<file path="src/rtl/mxseu_pkg.sv">
// Shared types for the MX11 SEU instruction sequencer.
package mxseu_pkg;

  typedef logic [7:0] insr_t;

  typedef enum logic [1:0] {
    IDLE,
    FETCH,
    EXEC,
    WRITE
  } seq_state_t;

endpackage

</file>
<file path="src/rtl/mxseu_insr_fifo.sv">
// Instruction-byte FIFO: registered full/empty, combinational head read, no fall-through.
module mxseu_insr_fifo
  import mxseu_pkg::*;
#(
  parameter int unsigned DEPTH = 4
) (
  input  logic  clk,
  input  logic  rst,
  input  logic  push,
  input  insr_t din,
  input  logic  pop,
  output insr_t dout,
  output logic  full,
  output logic  empty
);

  localparam int unsigned AW = (DEPTH > 1) ? $clog2(DEPTH) : 1;

  insr_t          r_mem [DEPTH];
  logic [AW-1:0]  r_wptr;
  logic [AW-1:0]  r_rptr;
  logic [AW:0]    r_count;
  logic           w_push;
  logic           w_pop;

  assign w_push = push & ~full;
  assign w_pop  = pop & ~empty;
  assign full   = (r_count == (AW+1)'(DEPTH));
  assign empty  = (r_count == '0);
  assign dout   = r_mem[r_rptr];

  // DEPTH is a power of two, so pointer overflow is the modulo wrap.
  always_ff @(posedge clk or posedge rst) begin
    if (rst) begin
      r_wptr  <= '0;
      r_rptr  <= '0;
      r_count <= '0;
    end else begin
      if (w_push) r_wptr <= r_wptr + 1'b1;
      if (w_pop)  r_rptr <= r_rptr + 1'b1;
      case ({w_push, w_pop})
        2'b10:   r_count <= r_count + 1'b1;
        2'b01:   r_count <= r_count - 1'b1;
        default: r_count <= r_count;
      endcase
    end
  end

  always_ff @(posedge clk) begin
    if (w_push) r_mem[r_wptr] <= din;
  end

endmodule

</file>
<file path="src/rtl/mxseu_sequencer.sv">
// Issues buffered instruction bytes to the MX11 SEU with fetch/ce_n timing,
// a fixed execute window, and retire / write-back counters.
module mxseu_sequencer
  import mxseu_pkg::*;
#(
  parameter int unsigned FIFO_DEPTH  = 4,
  parameter int unsigned EXEC_CYCLES = 1,
  parameter int unsigned CNT_W       = 16
) (
  input  logic             clk,
  input  logic             rst,
  input  logic             in_valid,
  input  logic [7:0]       in_insr,
  output logic             in_ready,
  input  logic             halt,
  output logic             fetch,
  output logic [7:0]       insr,
  output logic             ce_n,
  input  logic             load_en,
  output logic             busy,
  output logic             retire,
  output logic [CNT_W-1:0] retire_count,
  output logic [CNT_W-1:0] wb_count
);

  localparam int unsigned XW = (EXEC_CYCLES > 1) ? $clog2(EXEC_CYCLES) : 1;

  seq_state_t       r_state;
  seq_state_t       w_next;
  logic [XW-1:0]    r_xcnt;
  logic             r_fetch;
  insr_t            r_insr;
  logic             r_ce_n;
  logic             r_busy;
  logic             r_retire;
  logic [CNT_W-1:0] r_retire_count;
  logic [CNT_W-1:0] r_wb_count;
  logic             w_full;
  logic             w_empty;
  logic             w_push;
  logic             w_pop;
  logic             w_issue;
  insr_t            w_head;

  assign in_ready     = ~w_full;
  assign w_push       = in_valid & ~w_full;
  assign w_issue      = ~w_empty & ~halt;
  assign w_pop        = (w_next == FETCH);
  assign fetch        = r_fetch;
  assign insr         = r_insr;
  assign ce_n         = r_ce_n;
  assign busy         = r_busy;
  assign retire       = r_retire;
  assign retire_count = r_retire_count;
  assign wb_count     = r_wb_count;

  mxseu_insr_fifo #(
    .DEPTH (FIFO_DEPTH)
  ) u_fifo (
    .clk   (clk),
    .rst   (rst),
    .push  (w_push),
    .din   (in_insr),
    .pop   (w_pop),
    .dout  (w_head),
    .full  (w_full),
    .empty (w_empty)
  );

  always_comb begin
    w_next = r_state;
    case (r_state)
      IDLE:    if (w_issue) w_next = FETCH;
      FETCH:   w_next = EXEC;
      EXEC:    if (r_xcnt == '0) w_next = WRITE;
      WRITE:   w_next = w_issue ? FETCH : IDLE;
      default: w_next = IDLE;
    endcase
  end

  // Outputs are registered from the next state so they align with the state they describe.
  always_ff @(posedge clk or posedge rst) begin
    if (rst) begin
      r_state        <= IDLE;
      r_xcnt         <= '0;
      r_fetch        <= 1'b0;
      r_insr         <= '0;
      r_ce_n         <= 1'b1;
      r_busy         <= 1'b0;
      r_retire       <= 1'b0;
      r_retire_count <= '0;
      r_wb_count     <= '0;
    end else begin
      r_state  <= w_next;
      r_fetch  <= (w_next == FETCH);
      r_ce_n   <= (w_next == IDLE);
      r_busy   <= (w_next != IDLE);
      r_retire <= (w_next == WRITE);
      if (w_pop) r_insr <= w_head;
      if (r_state == FETCH)
        r_xcnt <= XW'(EXEC_CYCLES - 1);
      else if ((r_state == EXEC) && (r_xcnt != '0))
        r_xcnt <= r_xcnt - 1'b1;
      if (r_state == WRITE) begin
        r_retire_count <= r_retire_count + 1'b1;
        if (load_en) r_wb_count <= r_wb_count + 1'b1;
      end
    end
  end

endmodule

</file>
<file path="config.mk">
export PLATFORM = sky130hd
export DESIGN_NAME = mxseu_sequencer
export DESIGN_NICKNAME = d
export VERILOG_FILES = /design/src/rtl/mxseu_pkg.sv /design/src/rtl/mxseu_insr_fifo.sv /design/src/rtl/mxseu_sequencer.sv
export SDC_FILE = /design/constraint.sdc
export NUM_CORES = 1
export LEC_CHECK = 0
export CAP_MARGIN = 10
export CORE_MARGIN = 3
export CORE_UTILIZATION = 40
export CTS_CLUSTER_DIAMETER = 150
export CTS_CLUSTER_SIZE = 8
export DETAILED_ROUTE_END_ITERATION = 10
export PLACE_DENSITY = 0.73
export SLEW_MARGIN = 20
export SYNTH_ARGS = -nofsm -noshare
export SYNTH_HDL_FRONTEND = slang
export SYNTH_HIERARCHICAL = 1
export SYNTH_SLANG_ARGS = --single-unit
</file>
<file path="constraint.sdc">
create_clock -name clk -period 2.6 [get_ports clk]
set_input_delay 0.39 -clock clk [delete_from_list [all_inputs] [get_ports clk]]
set_output_delay 0.39 -clock clk [all_outputs]
set_load 0.02 [all_outputs]
</file>
# ---- Word-level counts from Yosys, hierarchy flattened
# Memories as Yosys holds them, arrays and structs flattened. A register that Yosys moved wholly into a read port is not among the register bits.
# Index checks and enable logic that the tools add are counted.
dict set report totals {
  register_bits 46
  latchBits 0
  ram_bits 32
  mem_bits_ro 0
  inputBits 13
  output_inout_bits 45
  n_memories 1
}
dict set report classes {
  add_sub_neg 7
  n_mul 0
  n_div 0
  order_cmp 0
  n_eq_ne 8
  shift 0
  mux 9
  bitwise 7
  reduce_logical 8
}
# name words word_bits rd rd_clocked_by_memory_dff wr line_no
set memory_table {}
lappend memory_table {u_fifo.r_mem 4 8 1 1 1 mxseu_insr_fifo.sv:19} ;# insr_t r_mem [DEPTH];
# cell n
set op_table {}
lappend op_table {{16-bit by 1-bit adder with 16-bit output, second input constant} 2}
lappend op_table {{2-bit == test, second input constant} 4}
lappend op_table {{2-bit case mux with 4 select lines} 1}
lappend op_table {{2-bit by 1-bit == test with 1-bit output, second input constant} 3}
lappend op_table {{3-bit case mux with 2 select lines} 1}
lappend op_table {{2-bit nonzero test} 3}
lappend op_table {{1-bit 2-to-1 mux} 5}
lappend op_table {{2-bit by 1-bit adder with 2-bit output, second input constant} 2}
lappend op_table {{1-bit AND} 4}
lappend op_table {{2-bit zero test} 2}
lappend op_table {{2-bit 2-to-1 mux} 2}
lappend op_table {{3-bit by 1-bit adder with 3-bit output, second input constant} 1}
lappend op_table {{3-bit == test, second input constant} 1}
lappend op_table {{3-bit zero test} 1}
lappend op_table {{1-bit NOT} 3}
lappend op_table {{3-bit by 1-bit subtractor with 3-bit output, second input constant} 1}
lappend op_table {{2-bit AND reduction} 1}
lappend op_table {{1-bit logical AND} 1}
lappend op_table {{1-bit subtractor, second input constant} 1}

# ---- Depth between registers and ports, before layout
# Gate-level depths: netlist of the first run.
dict set report depth {
  depth_word 9
  mapped_depth 11
  mapped_depth_nobuf 11
}

# ---- Modules after synthesis
# Netlist of the first run, hierarchy kept.
# mod n_inst cells_per_inst area_each_um2
set modules_own_cells {}
lappend modules_own_cells {mxseu_sequencer 1 159 1956.9}
lappend modules_own_cells {mxseu_insr_fifo 1 80 1596.5}

# ---- Worst setup path after synthesis of the first run
# OpenSTA, ideal clock, no wires.
dict set report synth_path {
  path_kind {register -> register}
  start {reg r_state[1]}
  end {reg u_fifo.r_count[2]}
  arrival_ps 2094
  setup_slack_ps 427
  stages_incl_launch_ff 11
  path_buffers 0
  period_less_slack_ps 2173
  cell_sequence {dfrtp_1 -> xnor2_1 -> nand2_1 -> inv_1 -> o31a_2 -> ha_1 -> inv_1 -> fa_1 -> xor2_1 -> nor2_1 -> xor2_1}
}
dict set report synth_via {
  elab_chain_len 6
}
# element line_no
set synth_lines {}
lappend synth_lines {{start: declaration} mxseu_sequencer.sv:28} ;# seq_state_t r_state;
lappend synth_lines {{start signal: assignment} mxseu_sequencer.sv:94} ;# r_state <= w_next;
lappend synth_lines {{2-bit == test, or another cell as far along} mxseu_sequencer.sv:72} ;# case (r_state)
lappend synth_lines {{2-bit case mux with 4 select lines (*)} mxseu_sequencer.sv:72}
lappend synth_lines {{2-bit by 1-bit == test with 1-bit output (*)} mxseu_sequencer.sv:48} ;# assign w_pop = (w_next == FETCH);
lappend synth_lines {{net w_pop} mxseu_sequencer.sv:41} ;# logic w_pop;
lappend synth_lines {{1-bit AND (*)} mxseu_insr_fifo.sv:27} ;# assign w_pop = pop & ~empty;
lappend synth_lines {{net u_fifo.w_pop} mxseu_insr_fifo.sv:24} ;# logic w_pop;
lappend synth_lines {{2-bit by 1-bit == test with 1-bit output / 2-bit == test (equally long branches)} mxseu_insr_fifo.sv:41} ;# case ({w_push, w_pop})
lappend synth_lines {{3-bit case mux with 2 select lines / 2-bit nonzero test (equally long branches)} n/a}
lappend synth_lines {{end signal: assignment} mxseu_insr_fifo.sv:42} ;# 2'b10: r_count <= r_count + 1'b1;
lappend synth_lines {{end signal: assignment} mxseu_insr_fifo.sv:43} ;# 2'b01: r_count <= r_count - 1'b1;
lappend synth_lines {{end signal: assignment} mxseu_insr_fifo.sv:44} ;# default: r_count <= r_count;
lappend synth_lines {{end: declaration} mxseu_insr_fifo.sv:22} ;# logic [AW:0] r_count;
# The timed path passes the listed nets; every way through them passes the cells marked *.
# A chain may end at the register's enable or synchronous reset.

# ---- Final worst setup path of the first run
# Ends and elaborated chain as after synthesis.

==> results.md, run 1 <==
* H-tree levels at 3
* Pwr Total at ~4.4 mW
* Most frequent cell after synthesis: sky130_fd_sc_hd__dfrtp_1
* Proportion of synthesized chip area in sequential cells at 0.651
* Antenna-violating nets left at 0
* Count of hold-fix buffers inserted at cts at 0
* Number of library cell types mapped by synthesis at 34
* Number of antenna cells inserted at 0
* Leading area contributor after synthesis: sky130_fd_sc_hd__dfrtp_1
* Slack of the worst reg-to-reg path at 0.40 ns
* Tightest Pin Transition at between 0.5 and 0.6 ns
* Combined area of the multi-input logic cells at 1150 um2
* Proportion of netlist area held by the largest area contributor at 0.373
* GP Congestion at roughly 0.75
* Bufs on Longest Clock Path at 2
* Number of cells upsized or downsized after cts at 0
* TritonCTS sink count at 86
* Final nets at 327
* Post-DR wirelength/cell at about 15 um
* CP required at between 2 and 3 ns
* Setup violators final at 0
* Category of the worst setup path launch point: register
* Crit path time final at approximately 2.2 ns
* Top cell types by occurrence after synthesis: 53 x sky130_fd_sc_hd__dfrtp_1, 32 x sky130_fd_sc_hd__edfxtp_1, 23 x sky130_fd_sc_hd__xnor2_1
* Wire length reported by the detailed router at ~6100 um
* Most instantiated flip-flop cell in the synthesis netlist: sky130_fd_sc_hd__dfrtp_1
* Number of global-route vias before repair at ~2100
* Count of routing violations after the opening detailed-route iteration at 57
* Number of detailed-route iterations in the first pass at 4
* Initial antenna violation count at 0
* Run status: finished clean
* Worst-Skew Late Latency at between 0.3 and 0.4 ns
* Portion of the clock cycle consumed by the worst path in the final layout at 0.844
* Peak ir drop on the vdd network at 0.478 mV
* Area of the mapped netlist at between 3000 and 4000 um2
* Number of cell rows at 33
* Hold crit path type: input port to async pin
* MaxCap Viol Count at 0
* Final number of max-transition violations at 0
* Number of enable-type register cells in the synthesized netlist at 32
* Fill cell instance count of the final layout at about 750
* P per Cell Area at 1000 nW/um2
* Setup repair after global routing missed its margin: no
* Post-route cell area at roughly 4400 um2
* Fin worst setup slack at about 0.40 ns
* Worst slack after detailed placement at about 0.16 ns
* Die outline width at around 100 um
* Total clock buffers created by CTS at 9
* Fraction of synthesis flops using an asynchronous set or reset pin at 0.628
* First-pass GRT wire length at slightly above 10000 um
* Synthesized netlist net count at 260
* Pin count of the biggest net entering global routing at 26
* Number of port buffers at 57
* LEAKAGE at between 1.5 and 2 nW
* Sequential cell area at 2310 um2
* Core footprint at 8420 um2
* Maximum frequency from static timing analysis at approximately 460 MHz
* Syn-to-layout area delta at 24.6%
* Drt via density at 4.78
* Fraction of layout instances using a drive strength above 1 at 0.164
* Die Footprint at 10100 um2
* Syn Area/Cell at approximately 15 um2
* Detailed-route DRC error count at 0
* GR Overflow Total at 0
* Overall global routing resource usage at 0.134
* Final worst clock skew at slightly below 0.007 ns
* Leading post-synthesis cells by cell area: sky130_fd_sc_hd__dfrtp_1 37%, sky130_fd_sc_hd__edfxtp_1 27%, sky130_fd_sc_hd__xnor2_1 5.7%
* CTS tree: done
* Initial core utilization at 0.422
* Max FO, Critical Path at 6
* Number of cells produced by synthesis at ~240
* Post-CTS Setup Inserts at 0
* Worst relative slew slack at 0.601
* Y dimension of the die at roughly 100 um
* Arrival time at the worst endpoint at 2.48 ns
* Top-level I/O count at 58
* Critical Path End Type: register
* Final core area utilization at 0.526
* Yosys synthesis warning count at 6
* #FFs+latches synth at 86
* Clock-pin transition on the worst setup and hold timing paths at approximately 0.090 ns
* Category of the most critical setup path: register to register
* Total negative setup slack at 0 ns
* Total placed instance area at ~4300 um2
* Routed vias at around 2000
* Root Buffer Master: sky130_fd_sc_hd__clkbuf_8
* Final Hold Violating Endpoints at 0
* Detailed Place HPWL at 4440 um
## layout make-up
| cell class | count | share of cell area |
|---|---|---|
| flip-flops and latches | 86 | 0.523 |
| multi-input cells | 133 | 0.261 |
| repair buffers | 60 | 0.134 |
| well taps | 105 | 0.0297 |
| clock buffers | 9 | 0.0280 |
| inverters | 16 | 0.0136 |
| clock inverters | 7 | 0.0113 |
## power by group
group / internal, mW / switching, mW / total (mW)
Sequential: 1.77 / 0.314 / 2.08
Combinational: 0.823 / 0.703 / 1.53
Clock: 0.348 / 0.476 / 0.824
Total: 2.94 / 1.49 / 4.43
## worst paths after layout
kind,start,end,cells past startpoint
min,rst,u_fifo/r_count[2],2
min reg2reg,r_xcnt,retire,1
max in group asynchronous,rst,ce_n,3
max reg2reg,r_state[1],u_fifo/r_count[2],10
min in group clk,r_xcnt,retire,1
max,r_state[1],u_fifo/r_count[2],10
## flip-flops by register name, indices dropped and copies added (netlist names)
name	flops
fetch	1
u_fifo/r_mem	32
ce_n	1
r_xcnt	1
r_state	2
busy	1
wb_count	16
retire_count	16
u_fifo/r_wptr	2
u_fifo/r_rptr	2
insr	8
u_fifo/r_count	3
retire	1
## routing by layer
layer,part of all wire,vias up,GRT usage
met1,0.42,976,0.161
met5,0,-,0
met3,0.050,10,0.0375
li1,-,958,-
met4,0.018,0,0.0528
met2,0.51,45,0.227
## through the flow
stage / hold WS, ns / std cells
6_report: 0.318 / 416
5_1_grt: 0.334 / 416
3_5_place_dp: 0.450 / 400
4_1_cts: 0.306 / 416
2_1_floorplan: 0.193 / 239
3_3_place_gp: 0.439 / 400
## cell usage in the layout (no fill, tap or decap), types with 2 or more instances in the layout
cell type and instances:
sky130_fd_sc_hd__nand4_1 3, sky130_fd_sc_hd__inv_1 15, sky130_fd_sc_hd__clkbuf_8 9, sky130_fd_sc_hd__and3_1 4
sky130_fd_sc_hd__edfxtp_1 32, sky130_fd_sc_hd__ha_1 7, sky130_fd_sc_hd__clkinv_2 2, sky130_fd_sc_hd__nor3_1 4
sky130_fd_sc_hd__nor2b_1 2, sky130_fd_sc_hd__xor2_1 14, sky130_fd_sc_hd__xnor2_1 23, sky130_fd_sc_hd__and2_2 4
sky130_fd_sc_hd__mux4_2 8, sky130_fd_sc_hd__nor2_1 12, sky130_fd_sc_hd__clkinvlp_4 3, sky130_fd_sc_hd__and4_1 4
sky130_fd_sc_hd__dfrtp_1 53, sky130_fd_sc_hd__and2_1 3, sky130_fd_sc_hd__nand2_1 11, sky130_fd_sc_hd__buf_4 3
sky130_fd_sc_hd__clkdlybuf4s50_1 57, sky130_fd_sc_hd__nand3_1 11, sky130_fd_sc_hd__mux2_2 10, sky130_fd_sc_hd__or3_1 2
## kinds of logic (layout without fill, tap and decap cells)
group	Yosys count	in the layout	synth area share
adder cells (fa/ha/maj)	8	8	0.0303
multiplexers	20	20	0.0894
buffers and inverters	20	92	0.0239
flip-flops	86	86	0.651
XOR/XNOR	37	37	0.0912
AO/OA/AOI/OAI	1	1	0.00282
AND/OR/NAND/NOR	67	67	0.111
## critical path, stage by stage, from the launching register on
cell                      delay (ns)
sky130_fd_sc_hd__dfrtp_1        0.44
sky130_fd_sc_hd__xnor2_1        0.27
sky130_fd_sc_hd__nand2_1        0.10
sky130_fd_sc_hd__inv_1          0.11
sky130_fd_sc_hd__o31a_2         0.19
sky130_fd_sc_hd__ha_1           0.18
sky130_fd_sc_hd__inv_1          0.06
sky130_fd_sc_hd__fa_1           0.37
sky130_fd_sc_hd__xor2_1         0.15
sky130_fd_sc_hd__nor2_1         0.10
sky130_fd_sc_hd__xor2_1         0.15
Power figures use the tool's default switching activity.
==> run 2, diff against run 1 <==
Settings changed: PLACE_DENSITY 0.73 to 0.75.
Clock period 2.6 ns to 1.9 ns, I/O delays scaled along.
==> results.md, run 2 (same netlist as run 1, synthesis figures left out) <==
* Run status: finished with violations (was finished clean)
* Violated checks: negative setup slack
* Routed vias at 2045 (was 1989)
* Number of antenna cells inserted at 0 (unchanged)
* Setup violators final at 1 (was 0)
* Syn-to-layout area delta at 29.3% (was 24.6%)
* Peak ir drop on the vdd network at 0.811 mV (was 0.478 mV)
* Number of port buffers at 57 (unchanged)
* Arrival time at the worst endpoint at 2.19 ns (was 2.48 ns)
* Hold crit path type: input port to async pin (unchanged)
* Worst relative slew slack at 0.719 (was 0.601)
* CP required at 2.17 ns (was 2.88 ns)
* Overall global routing resource usage at 0.128 (was 0.134)
* Most common cell after layout, fill and taps aside: sky130_fd_sc_hd__clkdlybuf4s50_1 (unchanged)
* Y dimension of the die at 100 um (unchanged)
* MaxCap Viol Count at 0 (unchanged)
* Total routed wire length on the met1 layer at 2690 um (was 2580 um)
* Final worst clock skew at 0.00736 ns (was 0.00689 ns)
* Critical Path End Type: register (unchanged)
* Tightest Pin Transition at 0.421 ns (was 0.598 ns)
* CTS tree: done (unchanged)
* Die Footprint at 10100 um2 (unchanged)
* Detailed-route DRC error count at 0 (unchanged)
* Post-CTS Setup Inserts at 0 (unchanged)
* First-pass GRT wire length at 10100 um (was 10300 um)
* Setup repair after global routing missed its margin: yes (was no)
* Die outline width at 100 um (unchanged)
* Number of cell instances on the worst register-to-register path at 10 (unchanged)
* Top routing layer used: met4 (unchanged)
* Bufs on Longest Clock Path at 2 (unchanged)
* Drt via density at 4.78 (about the same)
* Final Hold Violating Endpoints at 0 (unchanged)
* Crit path time final at 1.92 ns (was 2.20 ns)
* WHS at 0.216 ns (was 0.318 ns)
* Root Buffer Master: sky130_fd_sc_hd__clkbuf_8 (unchanged)
* Number of global-route vias before repair at 2064 (was 2112)
* GR Overflow Total at 0 (unchanged)
* Max FO, Critical Path at 3 (was 6)
* GP Congestion at 0.731 (was 0.755)
* TritonCTS sink count at 86 (unchanged)
* Top library cells by usage in the layout, fill and taps aside: 56 x sky130_fd_sc_hd__clkdlybuf4s50_1, 52 x sky130_fd_sc_hd__dfrtp_1, 32 x sky130_fd_sc_hd__edfxtp_1, 22 x sky130_fd_sc_hd__xnor2_1 (was 57 x sky130_fd_sc_hd__clkdlybuf4s50_1, 53 x sky130_fd_sc_hd__dfrtp_1, 32 x sky130_fd_sc_hd__edfxtp_1, 23 x sky130_fd_sc_hd__xnor2_1, 15 x sky130_fd_sc_hd__inv_1)
* LEAKAGE at 1.93 nW (was 1.84 nW)
* Fraction of layout instances using a drive strength above 1 at 0.226 (was 0.164)
* Wire length reported by the detailed router at 6010 um (was 6140 um)
* Category of the worst setup path launch point: register (unchanged)
* Count of hold-fix buffers inserted at cts at 0 (unchanged)
* Routed wl met3 at 302 um (was 305 um)
* Detailed Place HPWL at 4510 um (was 4440 um)
* Amount of wire on met2 after detailed routing at 2950 um (was 3140 um)
* Number of detailed-route iterations in the first pass at 3 (was 4)
* Register name with the most flops: u_fifo/r_mem (unchanged)
* Number of cell rows at 33 (unchanged)
* Max FFs per register at 32 (unchanged)
* Post-DR wirelength/cell at 14.0 um (was 14.8 um)
* Count of routing violations after the opening detailed-route iteration at 50 (was 57)
* Final number of max-transition violations at 0 (unchanged)
* Total clock buffers created by CTS at 9 (unchanged)
* Initial antenna violation count at 0 (unchanged)
* Final nets at 339 (was 327)
* Top-level I/O count at 58 (unchanged)
* Pin count of the biggest net entering global routing at 32 (was 26)
* Maximum frequency from static timing analysis at 522 MHz (was 455 MHz)
* Clock-pin transition on the worst setup and hold timing paths at 0.09 ns (about the same)
* Worst-Skew Late Latency at 0.35 ns (about the same)
* Final core area utilization at 0.545 (was 0.526)
* Initial core utilization at 0.422 (unchanged)
* Antenna-violating nets left at 0 (unchanged)
* Category of the most critical setup path: register to register (unchanged)
* Fin worst setup slack at -0.0161 ns (was 0.404 ns)
* Core footprint at 8420 um2 (unchanged)
* Portion of the clock cycle consumed by the worst path in the final layout at 1.01 (was 0.844)
* H-tree levels at 3 (unchanged)
* Worst slack after detailed placement at -0.240 ns (was 0.159 ns)
* P per Cell Area at 1410 nW/um2 (was 1000 nW/um2)
==> run 2: cell types whose count changed in the layout (fill, tap and decap cells not counted), sizes merged <==
| cell | delta |
|---|---|
| buf | +12 |
| inv | +4 |
| clkinv | -2 |
| clkinvlp | -2 |
| clkdlybuf4s50 | -1 |
| dlygate4sd2 | +1 |
==> run 2: worst paths after layout <==
kind / end / slack, ns / start
worst max register to register: u_fifo/r_count[2] / -0.02 / u_fifo/r_count[0]
max in group asynchronous: wb_count[15] / 1.13 / rst
worst max-delay path: u_fifo/r_count[2] / -0.02 / u_fifo/r_count[0]
min in group clk: retire / 0.45 / r_xcnt
worst min register to register: retire / 0.45 / r_xcnt
worst min-delay path: u_fifo/r_wptr[0] / 0.22 / rst
==> run 2: where the power goes <==
group / internal, mW / total [mW] / switching [mW] / leakage (nW)
registers: 2.43 / 2.77 / 0.348 / 0.967
clock network: 0.523 / 1.26 / 0.734 / 0.0990
logic: 1.33 / 2.44 / 1.11 / 0.859
total: 4.27 / 6.47 / 2.20 / 1.93
==> run 2: repair_timing <==
action | in CTS | in global routing
pin swaps | 3 | 5
endpoints found under the setup margin | 2 | 1
cloned | 0 | 0
hold endpoints to repair | 0 | 0
gates resized for setup | 3 | 2
==> run 2: worst max-delay path, stage by stage, from the launching register on <==
cell	delay, ns
sky130_fd_sc_hd__dfrtp_2	0.44
sky130_fd_sc_hd__nor3b_4	0.23
sky130_fd_sc_hd__nor2b_1	0.07
sky130_fd_sc_hd__nor2b_4	0.13
sky130_fd_sc_hd__inv_2	0.06
sky130_fd_sc_hd__ha_4	0.13
sky130_fd_sc_hd__inv_2	0.03
sky130_fd_sc_hd__fa_2	0.33
sky130_fd_sc_hd__xor2_1	0.15
sky130_fd_sc_hd__nor2_1	0.12
sky130_fd_sc_hd__xor2_1	0.15
==> run 2: layout make-up <==
type	instances	area (um2)
clock buffers	9	124
clock inverters	7	75.1
fillers	736	3830
inverters	16	60.1
multi-input cells	133	1190
flip-flops and latches	86	2310
well taps	105	131
repair buffers	72	694
==> run 2: per-layer routing <==
metal  vias up  GRT usage
met5         -          0
met4         0     0.0466
met3         6     0.0306
met2        45      0.207
met1      1005      0.169
li1        989          -
==> run 2: per-stage QoR <==
stage,total power [mW],instances,area [um2],setup TNS [ns]
floorplan,4.28,239,3590,-0.0834
global placement,5.22,412,4390,-0.253
detailed placement,5.30,412,4390,-0.335
CTS,6.57,428,4590,-0.00883
global route,6.90,428,4590,-0.127
finish,6.47,428,4590,-0.0161
==> run 3, diff against run 2 <==
Settings changed: CORE_UTILIZATION 40 to 43, GPL_TIMING_DRIVEN from default to 0, PLACE_DENSITY 0.75 to 0.79.
==> results.md, run 3 (same netlist as run 1, synthesis figures left out) <==
* Run status: finished with violations (unchanged)
* Violated checks: negative setup slack (unchanged)
* Clock-pin transition on the worst setup and hold timing paths at 0.08 ns (was 0.09 ns)
* Die outline width at 96.9 um (was 100 um)
* Worst slack after detailed placement at -0.484 ns (was -0.240 ns)
* Number of detailed-route iterations in the first pass at 7 (was 3)
* Peak ir drop on the vdd network at 0.793 mV (was 0.811 mV)
* Largest delay contributor family on the critical path: simple AND/OR/NAND/NOR gates (unchanged)
* CTS tree: done (unchanged)
* Drt via density at 4.90 (was 4.78)
* Overall global routing resource usage at 0.141 (was 0.128)
* Antenna-violating nets left at 0 (unchanged)
* GP Congestion at 0.687 (was 0.731)
* Critical-path top delay cell: sky130_fd_sc_hd__dfrtp_2 (unchanged)
* Slack of the worst reg-to-reg path at -0.03 ns (was -0.02 ns)
* GR Overflow Total at 0 (unchanged)
* Pwr Total at 6.42 mW (was 6.47 mW)
* Fraction of layout instances using a drive strength above 1 at 0.228 (was 0.226)
* Detailed-route DRC error count at 0 (unchanged)
* Post-DR wirelength/cell at 14.2 um (was 14.0 um)
* Capturing point of the worst reg2reg path: u_fifo/r_count[2] (unchanged)
* Tightest Pin Transition at 0.580 ns (was 0.421 ns)
* Final number of max-transition violations at 0 (unchanged)
* Hold crit path type: input port to async pin (unchanged)
* Top-level I/O count at 58 (unchanged)
* Die Footprint at 9390 um2 (was 10100 um2)
* Detailed Place HPWL at 4400 um (was 4510 um)
* Max FO, Critical Path at 3 (unchanged)
* Final worst clock skew at 0.0105 ns (was 0.00736 ns)
* Initial antenna violation count at 0 (unchanged)
* Post-route cell area at 4580 um2 (was 4590 um2)
* Fin worst setup slack at -0.0289 ns (was -0.0161 ns)
* Portion of the clock cycle consumed by the worst path in the final layout at 1.02 (was 1.01)
* P per Cell Area at 1400 nW/um2 (was 1410 nW/um2)
* Wire length reported by the detailed router at 6060 um (was 6010 um)
* Worst flop-to-flop path startpoint: u_fifo/r_count[1] (was u_fifo/r_count[0])
* Total placed instance area at 4310 um2 (was 4390 um2)
* Number of port buffers at 57 (unchanged)
* Number of cell rows at 32 (was 33)
* Setup violators final at 1 (unchanged)
* Number of global-route vias before repair at 2136 (was 2064)
* Top library cells by usage in the layout, fill and taps aside: 56 x sky130_fd_sc_hd__clkdlybuf4s50_1, 49 x sky130_fd_sc_hd__dfrtp_1, 32 x sky130_fd_sc_hd__edfxtp_1, 22 x sky130_fd_sc_hd__xnor2_1, 14 x sky130_fd_sc_hd__xor2_1 (was 56 x sky130_fd_sc_hd__clkdlybuf4s50_1, 52 x sky130_fd_sc_hd__dfrtp_1, 32 x sky130_fd_sc_hd__edfxtp_1, 22 x sky130_fd_sc_hd__xnor2_1)
* Pin count of the biggest net entering global routing at 29 (was 32)
* Max FFs per register at 32 (unchanged)
* Final Hold Violating Endpoints at 0 (unchanged)
* Worst relative slew slack at 0.614 (was 0.719)
* Routed vias at 2087 (was 2045)
* Most common cell after layout, fill and taps aside: sky130_fd_sc_hd__clkdlybuf4s50_1 (unchanged)
* Count of routing violations after the opening detailed-route iteration at 66 (was 50)
* Maximum frequency from static timing analysis at 518 MHz (was 522 MHz)
* Bufs on Longest Clock Path at 2 (unchanged)
* Syn-to-layout area delta at 29.0% (was 29.3%)
* WHS at 0.212 ns (was 0.216 ns)
* Count of hold-fix buffers inserted at cts at 0 (unchanged)
* Initial core utilization at 0.451 (was 0.422)
* TritonCTS sink count at 86 (unchanged)
* First-pass GRT wire length at 10400 um (was 10100 um)
* Crit path cell chain: nor3b_4 -> nor2b_1 -> nor2b_4 -> inv_2 -> ha_4 -> inv_2 -> fa_2 -> xor2_1 -> nor2_1 -> xor2_1 (unchanged)
* Category of the worst setup path launch point: register (unchanged)
* Root Buffer Master: sky130_fd_sc_hd__clkbuf_8 (unchanged)
* Final core area utilization at 0.581 (was 0.545)
* Slowest stage delay, CP at 0.45 ns (was 0.44 ns)
* Register name with the most flops: u_fifo/r_mem (unchanged)
* MaxCap Viol Count at 0 (unchanged)
* H-tree levels at 3 (unchanged)
* LEAKAGE at 1.92 nW (was 1.93 nW)
* Number of cell instances on the worst register-to-register path at 10 (unchanged)
* Category of the most critical setup path: register to register (unchanged)
* Number of buffers and inverters on the critical path at 2 (unchanged)
* Core footprint at 7890 um2 (was 8420 um2)
* Total clock buffers created by CTS at 9 (unchanged)
* Y dimension of the die at 96.9 um (was 100 um)
* Number of antenna cells inserted at 0 (unchanged)
* Worst-Skew Late Latency at 0.35 ns (about the same)
* CP required at 2.18 ns (was 2.17 ns)
* Setup repair after global routing missed its margin: yes (unchanged)
* Final nets at 340 (was 339)
* Critical Path End Type: register (unchanged)
* Arrival time at the worst endpoint at 2.20 ns (was 2.19 ns)
* Crit path time final at 1.93 ns (was 1.92 ns)
[run 3: final cells by class]
type / count / area (um2)
timing repair buffer: 69 / 672
inverter: 16 / 62.6
buffer: 4 / 25.0
clock inverter: 6 / 40.0
clock buffer: 10 / 128
sequential: 86 / 2320
fill: 646 / 3300
multi-input combinational: 133 / 1210
tap: 102 / 128
[run 3: what timing repair did]
action,in CTS,in global routing
buffers inserted,10,1
cloned,0,0
gates resized for setup,11,0
endpoints found under the setup margin,3,2
pin swaps,5,0
[run 3: worst max path at each step]
| stage | start | endpoint | cells after the start |
|---|---|---|---|
| global route | u_fifo/r_count[1] | u_fifo/r_count[2] | 10 |
| detailed placement | halt | u_fifo/r_count[2] | 11 |
| finish | u_fifo/r_count[1] | u_fifo/r_count[2] | 10 |
| floorplan | r_state[0] | u_fifo/r_count[2] | 10 |
| CTS | u_fifo/r_count[1] | u_fifo/r_count[2] | 10 |
| global placement | rst | retire_count[6] | 2 |
[run 3: metrics by stage]
step	instances	setup TNS, ns
global placement	398	-22.55
CTS	425	-0.0278
floorplan	239	-0.0834
finish	426	-0.0289
global route	426	-0.149
detailed placement	399	-0.830
[run 3: routing by layer]
metal	GRT usage	vias to the layer above	part of all wire
met2	0.241	48	0.53
met5	0	-	0
met1	0.170	1043	0.42
met4	0.0648	0	0.017
met3	0.0288	8	0.038
li1	-	988	-
[run 3: power by group]
group          total, mW  switching [mW]  internal, mW  leakage, nW
Combinational       2.54            1.18          1.37        0.865
Clock               1.10           0.629         0.473       0.0876
Sequential          2.77           0.340          2.43        0.964
